## src/rtl/memory_stage.sv

```systemverilog
// memory_stage: fourth pipeline stage. Performs byte/halfword/word loads and
// stores over a request/response data-RAM port and presents a registered
// result to writeback. The execute stage is stalled (mem_allowin low) while an
// access is outstanding or while a result waits for writeback.
module memory_stage (
    input  logic        clk,
    input  logic        resetn,            // asynchronous, active-high
    // execute-stage handshake and payload
    input  logic        exe_valid,
    output logic        mem_allowin,
    input  logic [31:0] exe_alu_result,
    input  logic        exe_wen,
    input  logic [4:0]  exe_regsrc,
    input  logic        exe_is_load,
    input  logic        exe_is_store,
    input  logic [1:0]  exe_mem_size,
    input  logic        exe_load_unsigned,
    input  logic [31:0] exe_store_data,
    // data RAM request/response port
    output logic        data_req,
    output logic        data_wr,
    output logic [31:0] data_addr,
    output logic [3:0]  data_wstrb,
    output logic [31:0] data_wdata,
    input  logic        data_addr_ok,
    input  logic        data_data_ok,
    input  logic [31:0] data_rdata,
    // writeback handshake and payload
    output logic        mem_valid,
    input  logic        wb_allowin,
    output logic [31:0] mem_result,
    output logic        mem_wen,
    output logic [4:0]  mem_regsrc,
    output logic        mem_misalign
);

    typedef enum logic [1:0] {
        S_IDLE = 2'd0,
        S_REQ  = 2'd1,
        S_WAIT = 2'd2
    } state_t;

    state_t state, next_state;

    // Fields captured on accept, needed when the load response returns.
    logic [31:0] cap_addr;
    logic        cap_wen;
    logic [4:0]  cap_regsrc;
    logic        cap_is_load;
    logic [1:0]  cap_size;
    logic        cap_unsigned;

    logic        accept;
    logic        exe_is_mem;
    logic        exe_misalign;
    logic        start_access;
    logic [3:0]  store_wstrb;
    logic [31:0] store_wdata;
    logic [31:0] load_value;
    logic [31:0] byte_shifted;
    logic [15:0] half_sel;

    // State register: the FSM only tracks where the outstanding access is.
    always_ff @(posedge clk or posedge resetn) begin
        // NOTE: sequential state uses non-blocking assignments so every flop
        // samples pre-edge values regardless of statement order.
        if (resetn) state <= S_IDLE;
        else        state <= next_state;
    end

    // Next-state logic: addr_ok is only looked at in REQ, data_ok only in WAIT.
    always_comb begin
        // NOTE: default assignment first so no path leaves next_state
        // unassigned, which would otherwise infer a latch.
        next_state = state;
        case (state)
            S_IDLE: if (start_access) next_state = S_REQ;
            S_REQ:  if (data_addr_ok) next_state = S_WAIT;
            S_WAIT: if (data_data_ok) next_state = S_IDLE;
            default: next_state = S_IDLE;
        endcase
    end

    // Output/decode logic: handshake, alignment check, store lane steering.
    always_comb begin
        mem_allowin  = (state == S_IDLE) && (!mem_valid || wb_allowin) && !resetn;
        accept       = exe_valid && mem_allowin;
        exe_is_mem   = exe_is_load || exe_is_store;
        exe_misalign = 1'b0;
        store_wstrb  = 4'b1111;
        store_wdata  = exe_store_data;
        case (exe_mem_size)
            2'b00: begin
                store_wstrb = 4'b0001 << exe_alu_result[1:0];
                store_wdata = {4{exe_store_data[7:0]}};
            end
            2'b01: begin
                exe_misalign = exe_alu_result[0];
                store_wstrb  = exe_alu_result[1] ? 4'b1100 : 4'b0011;
                store_wdata  = {2{exe_store_data[15:0]}};
            end
            default: exe_misalign = (exe_alu_result[1:0] != 2'b00);
        endcase
        exe_misalign = exe_misalign && exe_is_mem;
        start_access = accept && exe_is_mem && !exe_misalign;
    end

    // Load lane extraction from the returned word, using captured address/size.
    always_comb begin
        byte_shifted = data_rdata >> {cap_addr[1:0], 3'b000};
        half_sel     = cap_addr[1] ? data_rdata[31:16] : data_rdata[15:0];
        case (cap_size)
            2'b00:   load_value = {{24{byte_shifted[7] & ~cap_unsigned}}, byte_shifted[7:0]};
            2'b01:   load_value = {{16{half_sel[15] & ~cap_unsigned}}, half_sel};
            default: load_value = data_rdata;
        endcase
    end

    // Capture registers for the in-flight instruction.
    always_ff @(posedge clk or posedge resetn) begin
        if (resetn) begin
            cap_addr     <= '0;
            cap_wen      <= 1'b0;
            cap_regsrc   <= '0;
            cap_is_load  <= 1'b0;
            cap_size     <= '0;
            cap_unsigned <= 1'b0;
        end else if (accept) begin
            cap_addr     <= exe_alu_result;
            cap_wen      <= exe_wen;
            cap_regsrc   <= exe_regsrc;
            cap_is_load  <= exe_is_load;
            cap_size     <= exe_mem_size;
            cap_unsigned <= exe_load_unsigned;
        end
    end

    // Data RAM request registers: launched on accept, held until addr_ok.
    always_ff @(posedge clk or posedge resetn) begin
        if (resetn) begin
            data_req   <= 1'b0;
            data_wr    <= 1'b0;
            data_addr  <= '0;
            data_wstrb <= '0;
            data_wdata <= '0;
        end else if (start_access) begin
            data_req   <= 1'b1;
            data_wr    <= exe_is_store;
            data_addr  <= {exe_alu_result[31:2], 2'b00};
            data_wstrb <= exe_is_store ? store_wstrb : 4'b0000;
            data_wdata <= store_wdata;
        end else if (state == S_REQ && data_addr_ok) begin
            data_req   <= 1'b0;
        end
    end

    // Writeback-facing result registers and the misalignment pulse.
    always_ff @(posedge clk or posedge resetn) begin
        if (resetn) begin
            mem_valid    <= 1'b0;
            mem_result   <= '0;
            mem_wen      <= 1'b0;
            mem_regsrc   <= '0;
            mem_misalign <= 1'b0;
        end else begin
            mem_misalign <= 1'b0;
            if (accept && !start_access) begin
                // Non-memory or dropped misaligned access completes at once.
                mem_valid    <= 1'b1;
                mem_result   <= exe_alu_result;
                mem_wen      <= exe_wen && !exe_misalign;
                mem_regsrc   <= exe_regsrc;
                mem_misalign <= exe_misalign;
            end else if (state == S_WAIT && data_data_ok) begin
                mem_valid  <= 1'b1;
                mem_result <= cap_is_load ? load_value : cap_addr;
                mem_wen    <= cap_is_load && cap_wen;
                mem_regsrc <= cap_regsrc;
            end else if (wb_allowin) begin
                mem_valid  <= 1'b0;
            end
        end
    end

endmodule
```

## config.mk

```make
export PLATFORM = sky130hd
export DESIGN_NAME = memory_stage
export DESIGN_NICKNAME = d
export VERILOG_FILES = /design/src/rtl/memory_stage.sv
export SDC_FILE = /design/constraint.sdc
export NUM_CORES = 1
export LEC_CHECK = 0
export ABC_CLOCK_PERIOD_IN_PS = 10200
export BUFFER_PORTS_ARGS = -buffer_cell sky130_fd_sc_hd__buf_2
export CAP_MARGIN = 25
export CELL_PAD_IN_SITES_DETAIL_PLACEMENT = 1
export CELL_PAD_IN_SITES_GLOBAL_PLACEMENT = 2
export CORE_MARGIN = 1.5
export CORE_UTILIZATION = 31
export CTS_BUF_LIST = sky130_fd_sc_hd__clkbuf_16
export CTS_CLUSTER_DIAMETER = 60
export DETAILED_ROUTE_END_ITERATION = 12
export HOLD_SLACK_MARGIN = 0.05
export PLACE_DENSITY = 0.81
export SLEW_MARGIN = 30
export SYNTH_ARGS = -nofsm -noshare
export SYNTH_HDL_FRONTEND = slang
export SYNTH_SLANG_ARGS = --single-unit
```

## constraint.sdc

```tcl
create_clock -name clk -period 10.2 [get_ports clk]
set_input_delay 2.55 -clock clk [delete_from_list [all_inputs] [get_ports clk]]
set_output_delay 2.55 -clock clk [all_outputs]
set_load 0.02 [all_outputs]
```

Yosys cells after proc, flatten, opt, wreduce, memory -nomap -nowiden
Index checks and enable logic that the tools add are counted.
{"block": "totals", "elab_cells": 78, "romBits": 0, "ff_bits": 152, "mem_count": 0, "mem_bits_rw": 0, "latchBits": 0, "output_inout_bits": 111, "input_bits": 113}
{"block": "classes", "addsub": 0, "n_lt_le_gt_ge": 0, "eq_ne": 7, "multipliers": 0, "div": 0, "n_reduce_logical": 25, "n_shift": 2, "bitwise": 3, "mux": 24}
{"operator": "$pmux W32 S2", "count": 2}
{"operator": "$mux W32", "count": 3}
{"operator": "$shr A32 B5 Y8", "count": 1}
{"operator": "$mux W16", "count": 1}
{"operator": "$logic_and A1 B1 Y1", "count": 11}
{"operator": "$mux W5", "count": 2}
{"operator": "$mux W1", "count": 8}
{"operator": "$mux W4", "count": 2}
{"operator": "$pmux W4 S2", "count": 1}
{"operator": "$eq A2 B1 Y1 const B", "count": 3}
{"operator": "$logic_not A2 Y1", "count": 3}
{"operator": "$mux W2", "count": 3}
{"operator": "$ne A2 B2 Y1 const B", "count": 3}
{"operator": "$pmux W2 S3", "count": 1}
{"operator": "$reduce_bool A2 Y1", "count": 3}
{"operator": "$logic_not A1 Y1", "count": 4}
{"operator": "$shl A1 B2 Y4 const A", "count": 1}
{"operator": "$reduce_and A3 Y1", "count": 1}
{"operator": "$reduce_bool A3 Y1", "count": 1}
{"operator": "$and A1 B1 Y1", "count": 2}
{"operator": "$eq A2 B2 Y1 const B", "count": 1}
{"operator": "$logic_or A1 B1 Y1", "count": 2}
{"operator": "$pmux W1 S2", "count": 1}
{"operator": "$not A1 Y1", "count": 1}

Depth between registers and ports, before layout
{"block": "logic_depth", "ltp_word": 10, "depth_mapped": 7, "ltp_nobuf": 4}

Worst setup path before layout
Ideal clock, no wire load.
{"block": "synth_timing", "path_kind": "input to output", "from": "input port resetn", "to": "output port mem_allowin", "slack_ns": 1.286, "path_buffers": 0, "t_arrival_ns": 6.364, "stages": 2, "required_ns": 7.650, "path_cell_list": "inv_1 > and3_1"}
{"block": "synth_between", "elab_chain_len": 2}
{"item": "from (decl)", "line_no": "7", "source": "input logic resetn,"}
{"item": "$logic_not A1 Y1 (no source line)"}
{"item": "$logic_and A1 B1 Y1", "line_no": "86", "source": "mem_allowin = (state == S_IDLE) && (!mem_valid || wb_allowin) && !resetn;"}
{"item": "to (decl)", "line_no": "10", "source": "output logic mem_allowin,"}
No other way between the ends.

Worst setup path after layout
Same ends and word-level chain as after synthesis.

==> results.md <==
- Status: finished, final reports clean
- Clk pwr share: 24.1%
- Worst hold path endpoint: cap_addr[7]
- Number of synthesized register bits: 152
- Static leakage: 4.48 nW
- Vias per inst: 5.15
- Reg2Reg Setup Slack: 7.52 ns
- Worst-path clk slew: 0.06 ns
- Hold Fails Final Rpt: 0
- Pin count of the biggest net entering global routing: 94
- Max clock buf depth: 2
- Via Count: 6564
- R2R depth: 5
- CTS H-Tree Depth: 4
- Worst EP arrival: 3.48 ns
- Cells after Synth: 752
- HP Class: reg -> reg
- Final WL: 25300 um
- Die Wd: 158 um
- Top fanout value on the critical path: 51
- Max Slew Vio Count: 0
- Maxcap violations: 0
- Post-CTS Hold Buffers: 0
- Initial DRC Count: 337
- Clock Tree Root: clkbuf_16
- RSZ-0062 raised after global routing: false
- Postcts setup bufs: 0
- Die height: 158 um
- Internal power: 0.00152 W
- FF-to-FF Start: state[1]
- Register area share after synthesis: 50.8%
- CTS Buf Count: 17
- Mapped cell area: 7490 um^2
- Worst Path Required: 7.65 ns
- Synthesis Warnings: 0
- WS Path Type: in -> out
- Initial core utilization: 31.7%
- Non-Filler Instances: 1275
- Final GP Congestion: 0.750
- First-pass GRT wire length: 38800 um
- Sw Pwr: 0.00101 W
- CTS Sinks: 152
- Worst relative slew slack: 41.9%
- F_max: 166 MHz
- Fraction of layout cells with a size suffix above 1: 34.0%
- Row count: 56
- Fill count: 2775
- Commonest non-fill, non-tap cells in the layout: buf_2 (221), nand2_1 (161), dfrtp_1 (152)
- Final core occ: 39.7%
- Placed cells: 1243
- Syn Area/Cell: 9.95 um^2
- Switching share of power: 39.9%
- Drc violations: 0
- Seq pwr share: 38.1%
- Power density over the cells: 270 nW/um^2
- Grt ovf: 0
- Resized Gates After CTS: 0
- Worst skew pair latency: 0.43 ns
- Die Area: 25100 um^2
- DP HPWL: 17500 um
- Skew final: 0.0117 ns
- Vias in the first global route: 6681
- WL/cell: 19.8 um
- Min Tclk post-route: 6.03 ns
- Routed Antenna Nets: 0
- Logic pwr share: 37.8%
- Setup tns final: 0 ns
- Hold_sp: cap_addr[7]
- Layout area overhead: 25.2%
- CTS tree: built
- Library cells used by synthesis: 45
- Tightest Pin Transition: 0.869 ns
- Commonest non-fill, non-tap cell in the layout: buf_2
- Max VDD drop: 0.109 mV
- Antenna violations before repair: 0
- Critical R2R Capture: mem_regsrc[2]
- Startpoint Class: input pin
- Total GRT Usage: 20.5%
- Port buffer count: 221
- Fin crit share: 59.2%
- IO Count: 224
- Core area: 23600 um^2
- Crit end category: primary output
- # setup viols final: 0
- Diode count: 0
- DR pass1 iterations: 4
- Nets: 1056
- Hold Path Stages: 2
-- power groups by stage --
stage                     sequential (W)  clock (W)  combinational, W
after floorplan                  0.00117          0          0.000416
after global placement          0.000968          0          0.000949
after detailed placement        0.000973          0          0.000968
after CTS                       0.000965   0.000622          0.000972
after global routing            0.000994   0.000648           0.00105
final                           0.000962   0.000609          0.000956
-- flip-flops by register name, indices dropped and copies added (netlist names), 2 cells and up --
register    cells
cap_addr       32
cap_regsrc      5
cap_size        2
data_addr      30
data_wdata     32
data_wstrb      4
mem_regsrc      5
mem_result     32
state           2
-- per-stage QoR --
step / cell area (um^2) / hold WS, ns / setup WS [ns] / power [W]
global route: 9370 / 0.495 / 4.08 / 0.00269
detailed placement: 8810 / 0.458 / 4.15 / 0.00194
global placement: 8760 / 0.453 / 4.16 / 0.00192
floorplan: 7490 / 0.440 / 1.29 / 0.00158
CTS: 9370 / 0.472 / 4.14 / 0.00256
finish: 9370 / 0.468 / 4.17 / 0.00253
-- Yosys cell counts, drive strengths merged --
library cell | number | area share, %
a221o | 6 | 0.80
nand3b | 4 | 0.40
o22ai | 8 | 0.85
or3 | 1 | 0.084
inv | 12 | 0.60
o22a | 1 | 0.13
nor2 | 26 | 1.5
nor4 | 1 | 0.084
and4 | 1 | 0.12
and2b | 1 | 0.10
a31o | 1 | 0.12
nand2 | 162 | 8.2
o32a | 1 | 0.13
a31oi | 1 | 0.084
or3b | 2 | 0.23
dfrtp | 152 | 51
mux2 | 42 | 6.3
o21ai | 95 | 6.4
nand4 | 2 | 0.17
o311ai | 6 | 0.70
o221ai | 34 | 5.0
clkbuf | 34 | 1.7
o41a | 1 | 0.15
nor2b | 9 | 0.75
o211ai | 20 | 2.1
nand2b | 5 | 0.42
conb | 1 | 0.050
nand3 | 24 | 1.6
mux2i | 40 | 5.3
a21oi | 7 | 0.52
and3 | 23 | 1.9
buf | 28 | 2.6
nand4b | 1 | 0.12
-- kinds of logic (layout without fill, tap and decap cells) --
logic type | after synthesis | after routing | share of synthesized area [%]
AND/OR/NAND/NOR | 262 | 262 | 15.7
AO/OA/AOI/OAI | 181 | 181 | 16.9
flip-flops | 152 | 152 | 50.8
multiplexers | 82 | 82 | 11.7
buffers and inverters | 74 | 277 | 4.88
other | 1 | 2 | 0.0501
-- worst max path at each step --
stage | start | to | slack (ns) | cells past startpoint
final | resetn | mem_allowin | 4.17 | 4
after global routing | resetn | mem_allowin | 4.08 | 4
after CTS | resetn | mem_allowin | 4.14 | 4
after detailed placement | resetn | mem_allowin | 4.15 | 4
after global placement | resetn | mem_allowin | 4.16 | 4
after floorplan | resetn | mem_allowin | 1.29 | 2
-- critical path: stages --
cell and delay, ns:
buf_2 0.12, inv_6 0.36, and3_1 0.26, buf_2 0.17
-- final cells by class --
type / count / area (um^2) / share of cell area, %
clock buffers: 17 / 425 / 4.54
clock inverters: 15 / 126 / 1.35
inverters: 12 / 50.0 / 0.534
multi-input cells: 527 / 3330 / 35.5
flip-flops and latches: 152 / 3800 / 40.6
well taps: 319 / 399 / 4.26
repair buffers: 233 / 1240 / 13.2
-- metal layers --
layer / global-route usage (%) / routed length, um / vias up
li1: - / - / 3065
met1: 27.3 / 11400 / 3303
met2: 33.4 / 12200 / 178
met3: 5.42 / 1530 / 18
met4: 4.09 / 191 / 0
met5: 0 / 0 / -
No activity file was read; power rests on OpenSTA's default activity.
